File: src/rtl/axi_arbiter_stom_rr.sv
// rtl/axi_arbiter_stom_rr.sv - slave-to-master R/B response arbiter, round-robin or fixed priority
//
// Two independent arbiters share this module: one for the write-response
// (B) channel and one for the read-data (R) channel.  Each one grants a
// single slave port and holds that grant until its response completes.
//
// Ports:
//   ACLK     clock
//   ARESET   synchronous reset, active-high; forces both grants to zero
//   BSELECT  per-slave: B response is addressed to this master
//   BVALID   per-slave BVALID
//   BREADY   per-slave BREADY routed back from the master
//   BGRANT   one-hot or zero B-channel winner
//   RSELECT  per-slave: R data is addressed to this master
//   RVALID   per-slave RVALID
//   RREADY   per-slave RREADY
//   RLAST    per-slave RLAST
//   RGRANT   one-hot or zero R-channel winner
module axi_arbiter_stom_rr #(
    parameter int NUM_SLV    = 4,
    parameter int RR_MODE    = 1,
    parameter int LOCK_BURST = 1
) (
    input  logic               ACLK,
    input  logic               ARESET,
    input  logic [NUM_SLV-1:0] BSELECT,
    input  logic [NUM_SLV-1:0] BVALID,
    input  logic [NUM_SLV-1:0] BREADY,
    output logic [NUM_SLV-1:0] BGRANT,
    input  logic [NUM_SLV-1:0] RSELECT,
    input  logic [NUM_SLV-1:0] RVALID,
    input  logic [NUM_SLV-1:0] RREADY,
    input  logic [NUM_SLV-1:0] RLAST,
    output logic [NUM_SLV-1:0] RGRANT
);

    localparam int PW = $clog2(NUM_SLV);

    typedef enum logic {
        ST_IDLE = 1'b0,
        ST_LOCK = 1'b1
    } state_t;

    // Round-robin: first requester at or above ptr, wrapping.
    // Fixed priority: lowest requesting index.
    function automatic logic [NUM_SLV-1:0] pick(input logic [NUM_SLV-1:0] req,
                                                input logic [PW-1:0]      ptr);
        logic [NUM_SLV-1:0] g;
        logic               found;
        logic [PW-1:0]      idx;
        g     = '0;
        found = 1'b0;
        for (int k = 0; k < NUM_SLV; k++) begin
            idx = (RR_MODE != 0) ? PW'((int'(ptr) + k) % NUM_SLV) : PW'(k);
            if (!found && req[idx]) begin
                g[idx] = 1'b1;
                found  = 1'b1;
            end
        end
        return g;
    endfunction

    // Pointer value after the one-hot winner completes: winner+1, wrapping.
    function automatic logic [PW-1:0] next_ptr(input logic [NUM_SLV-1:0] oh);
        logic [PW-1:0] w;
        w = '0;
        for (int k = 0; k < NUM_SLV; k++) begin
            if (oh[k]) w = PW'(k);
        end
        return (w == PW'(NUM_SLV - 1)) ? '0 : w + PW'(1);
    endfunction

    // ---------------- B channel ----------------
    state_t             b_state, b_state_nxt;
    logic [PW-1:0]      b_ptr, b_ptr_nxt;
    logic [NUM_SLV-1:0] b_gnt_reg, b_gnt_reg_nxt;
    logic [NUM_SLV-1:0] b_req, b_gnt;
    logic               b_done;

    assign b_req = BSELECT & BVALID;

    always_comb begin
        b_state_nxt   = b_state;
        b_ptr_nxt     = b_ptr;
        b_gnt_reg_nxt = b_gnt_reg;
        b_gnt         = '0;
        if (!ARESET) begin
            b_gnt = (b_state == ST_LOCK) ? b_gnt_reg : pick(b_req, b_ptr);
        end
        // A B response is a single beat, so every handshake completes it.
        b_done = |(b_gnt & BVALID & BREADY);
        case (b_state)
            ST_IDLE: begin
                if (b_gnt != '0) begin
                    if (b_done) begin
                        b_ptr_nxt = next_ptr(b_gnt);
                    end else begin
                        b_gnt_reg_nxt = b_gnt;
                        b_state_nxt   = ST_LOCK;
                    end
                end
            end
            ST_LOCK: begin
                if (b_done) begin
                    b_state_nxt   = ST_IDLE;
                    b_gnt_reg_nxt = '0;
                    b_ptr_nxt     = next_ptr(b_gnt_reg);
                end
            end
            default: b_state_nxt = ST_IDLE;
        endcase
    end

    always_ff @(posedge ACLK) begin
        if (ARESET) begin
            b_state   <= ST_IDLE;
            b_ptr     <= '0;
            b_gnt_reg <= '0;
        end else begin
            b_state   <= b_state_nxt;
            b_ptr     <= b_ptr_nxt;
            b_gnt_reg <= b_gnt_reg_nxt;
        end
    end

    // ---------------- R channel ----------------
    state_t             r_state, r_state_nxt;
    logic [PW-1:0]      r_ptr, r_ptr_nxt;
    logic [NUM_SLV-1:0] r_gnt_reg, r_gnt_reg_nxt;
    logic [NUM_SLV-1:0] r_req, r_gnt;
    logic               r_hs, r_last_hs, r_done;

    assign r_req = RSELECT & RVALID;

    always_comb begin
        r_state_nxt   = r_state;
        r_ptr_nxt     = r_ptr;
        r_gnt_reg_nxt = r_gnt_reg;
        r_gnt         = '0;
        if (!ARESET) begin
            r_gnt = (r_state == ST_LOCK) ? r_gnt_reg : pick(r_req, r_ptr);
        end
        r_hs      = |(r_gnt & RVALID & RREADY);
        r_last_hs = |(r_gnt & RVALID & RREADY & RLAST);
        // Without burst locking each beat is arbitrated on its own.
        r_done    = (LOCK_BURST != 0) ? r_last_hs : r_hs;
        case (r_state)
            ST_IDLE: begin
                if (r_gnt != '0) begin
                    if (r_done) begin
                        r_ptr_nxt = next_ptr(r_gnt);
                    end else begin
                        r_gnt_reg_nxt = r_gnt;
                        r_state_nxt   = ST_LOCK;
                    end
                end
            end
            ST_LOCK: begin
                if (r_done) begin
                    r_state_nxt   = ST_IDLE;
                    r_gnt_reg_nxt = '0;
                    r_ptr_nxt     = next_ptr(r_gnt_reg);
                end
            end
            default: r_state_nxt = ST_IDLE;
        endcase
    end

    always_ff @(posedge ACLK) begin
        if (ARESET) begin
            r_state   <= ST_IDLE;
            r_ptr     <= '0;
            r_gnt_reg <= '0;
        end else begin
            r_state   <= r_state_nxt;
            r_ptr     <= r_ptr_nxt;
            r_gnt_reg <= r_gnt_reg_nxt;
        end
    end

    assign BGRANT = b_gnt;
    assign RGRANT = r_gnt;

endmodule

File: config.mk
export PLATFORM = sky130hd
export DESIGN_NAME = axi_arbiter_stom_rr
export DESIGN_NICKNAME = d
export VERILOG_FILES = /design/src/rtl/axi_arbiter_stom_rr.sv
export SDC_FILE = /design/constraint.sdc
export NUM_CORES = 1
export LEC_CHECK = 0
export ABC_AREA = 0
export CORE_MARGIN = 2
export CORE_UTILIZATION = 45
export CTS_CLUSTER_DIAMETER = 100
export CTS_CLUSTER_SIZE = 12
export DETAILED_ROUTE_END_ITERATION = 7
export PLACE_DENSITY = 0.72
export SLEW_MARGIN = 20
export SYNTH_ARGS = -nofsm -noshare
export SYNTH_HDL_FRONTEND = slang
export SYNTH_SLANG_ARGS = --single-unit
File: constraint.sdc
create_clock -name ACLK -period 5.58 [get_ports ACLK]
set_input_delay 1.395 -clock ACLK [delete_from_list [all_inputs] [get_ports ACLK]]
set_output_delay 1.395 -clock ACLK [all_outputs]
set_load 0.02 [all_outputs]
==> metrics <==
Worst setup SP type=input port; Final nets=319; Worst-Margin Slew=0.647 ns; synth unique cells=60; final hold vios=0; Max rail drop VDD=247 µV; Ports=38; NetSw=472 µW; Synthesis Warnings=0; async set-reset flop share out of synthesis=0; # diodes=0; Worst-Skew Late Latency=0.24 ns; Final Instance Area=0.00235 mm²; htree depth=1; pre-CTS WS=0.161 ns; Synth area leader=dfxtp_1; Setup Skew=0.00296 ns; status=completed; die area=0.00456 mm²; Tightest Hold Check Type=flip-flop to flip-flop; CP peak stage delay=0.57 ns; total power per unit cell area=430 mW/mm²; starting density of the core=0.461; CP most frequent cell=clkdlybuf4s50_1; Syn Nets=275; Post-DP HPWL=3720 µm; Clk network pwr share=0.097; Gate power share=0.691; Sinks on Clock Net=14; Core Area=0.00394 mm²; final setup fails=0; CTS tree=yes; die width=67.5 µm; Max Clock Freq=183 MHz; GPL Wtd Cong=0.901; vias per cell=6.00; largest net degree at the start of global routing=20; post-route ant nets=0; Post-Synthesis Cells=226; Avg Cell Area, Syn=8.04 µm²; RSZ-0062 raised after global routing=false; Period minus WS final=5.46 ns; via count of the routed design=1914; GR Util All Layers=0.225; CP cell instances=clkdlybuf4s50_1 > and2_4 > mux4_2 > a2111oi_0 > buf_4 > a221oi_2 > clkdlybuf4s50_1; CP arrival=4.07 ns; Max stage delay cell, worst path=a2111oi_0; routed len/inst=15.0 µm; Post-synth EDFFs=0; Num CTS Buffers=3; crit-path max FO=5; Synth Flop Type=dfxtp_1; Worst-path clk slew=0.06 ns; post-CTS sizing=0; Worst Path Required=4.18 ns; reg2reg start=r_ptr[0]$_SDFFE_PP0P_; register bit total from synthesis=14; switching portion of total power=0.467; Longest Clk Path Bufs=2; Internal=538 µW; Detailed Route Iter0 Violations=115; R2R depth=14; Leakage=0.991 nW; Final Non-Filler Cells=319; commonest non-fill, non-tap cell in the layout=clkdlybuf4s50_1; Max Cap Viol=0; HP Start=b_gnt_reg[0]$_SDFFE_PP0P_; Setup CP Type=input port to primary output; Syn-to-layout area delta=29.1%; Final Slew Violations=0; port bufs=37; # hold bufs at CTS=0; # DRC=0; top cell type's share of synthesized area=0.154; Post-CTS Setup Bufs=0; vias in the first global route=1807; dpl cell area=0.00229 mm²; hold path depth=1; initial antenna violation count=0; CTS root buf=clkbuf_8; Setup crit start=RVALID[1]; leading post-synthesis cells by cell area=dfxtp_1, ha_1, mux2i_1; row count=23; Crit. End Element=primary output; cell area after synthesis=0.00182 mm²; Seq/Total Area, Yosys=0.154; Reg power frac=0.212; final worst-path cycle share=0.979; DRT Wirelength=4780 µm; die height=67.5 µm; Setup TNS=0 ns; most frequent cells in the layout=clkdlybuf4s50_1, ha_1, nand2_1, nor2_1, dfxtp_1; dpl cells=315; Final WS setup=0.119 ns; max_slew headroom=0.567; first-pass GRT wire length=8110 µm; layout cells sized above 1=0.119; Fin Hold WS=0.481 ns; global route overflow=0; 1st-pass router iterations=4
## Yosys cell counts, types with 3 or more instances
master,n
ha_1,19
nand2_1,18
nor2_1,16
dfxtp_1,14
mux2i_1,11
nand3_1,11
and3_1,10
inv_1,10
a21oi_1,9
o21ai_0,7
a221oi_1,6
nand4_1,6
nor3_1,6
and2_1,5
clkbuf_1,5
a211o_1,4
a211oi_1,3
and3b_1,3
buf_2,3
nand2b_1,3
nor2b_1,3
nor4_1,3
o31a_1,3
## stage by stage
step / power, mW / utilization
3_3_place_gp: 0.901 / 0.581
5_1_grt: 1.10 / 0.595
6_report: 1.01 / 0.595
4_1_cts: 1.01 / 0.595
2_1_floorplan: 0.687 / -
3_5_place_dp: 0.903 / 0.581
## power by group through the flow
stage / Sequential, mW / Clock [mW] / Combinational [mW]
2_1_floorplan: 0.172 / 0 / 0.514
3_3_place_gp: 0.214 / 0 / 0.687
3_5_place_dp: 0.215 / 0 / 0.688
4_1_cts: 0.212 / 0.101 / 0.694
5_1_grt: 0.224 / 0.105 / 0.774
6_report: 0.214 / 0.0979 / 0.698
## final timing paths
check	end	slack [ns]
worst min register to register	b_gnt_reg[0]$_SDFFE_PP0P_	0.48
worst max-delay path	RGRANT[1]	0.12
worst min-delay path	b_gnt_reg[0]$_SDFFE_PP0P_	0.48
worst max register to register	r_gnt_reg[0]$_SDFFE_PP0P_	1.48
## critical path: cells and delay by family
kind	cells	cell delay [ns]
buf+inv	3	1.29
compound gates	2	0.63
mux	1	0.52
simple gates	1	0.23
## area by class of cell
type	instances	area, µm²
fill	362	1600
multi-input combinational	193	1460
timing repair buffer	48	453
sequential	14	280
tap	50	62.6
clock buffer	4	55.1
inverter	10	37.5
## layer usage
metal,part of all wire,vias to the layer above,global-route usage
met5,0,-,0
met4,0.015,0,0.0459
met3,0.048,10,0.0267
met2,0.48,53,0.395
met1,0.46,884,0.296
li1,-,967,-
## kinds of logic (layout without fill, tap and decap cells)
logic type	Yosys count	after routing	share of synthesized area
adders and majority gates	19	19	0.131
DFF	14	14	0.154
AOI/OAI and AO/OA	60	60	0.274
muxes	15	15	0.0978
buffers and inverters	19	62	0.0434
and+or+nand+nor	99	99	0.300
Note: power is estimated with default switching activity, not from simulation.
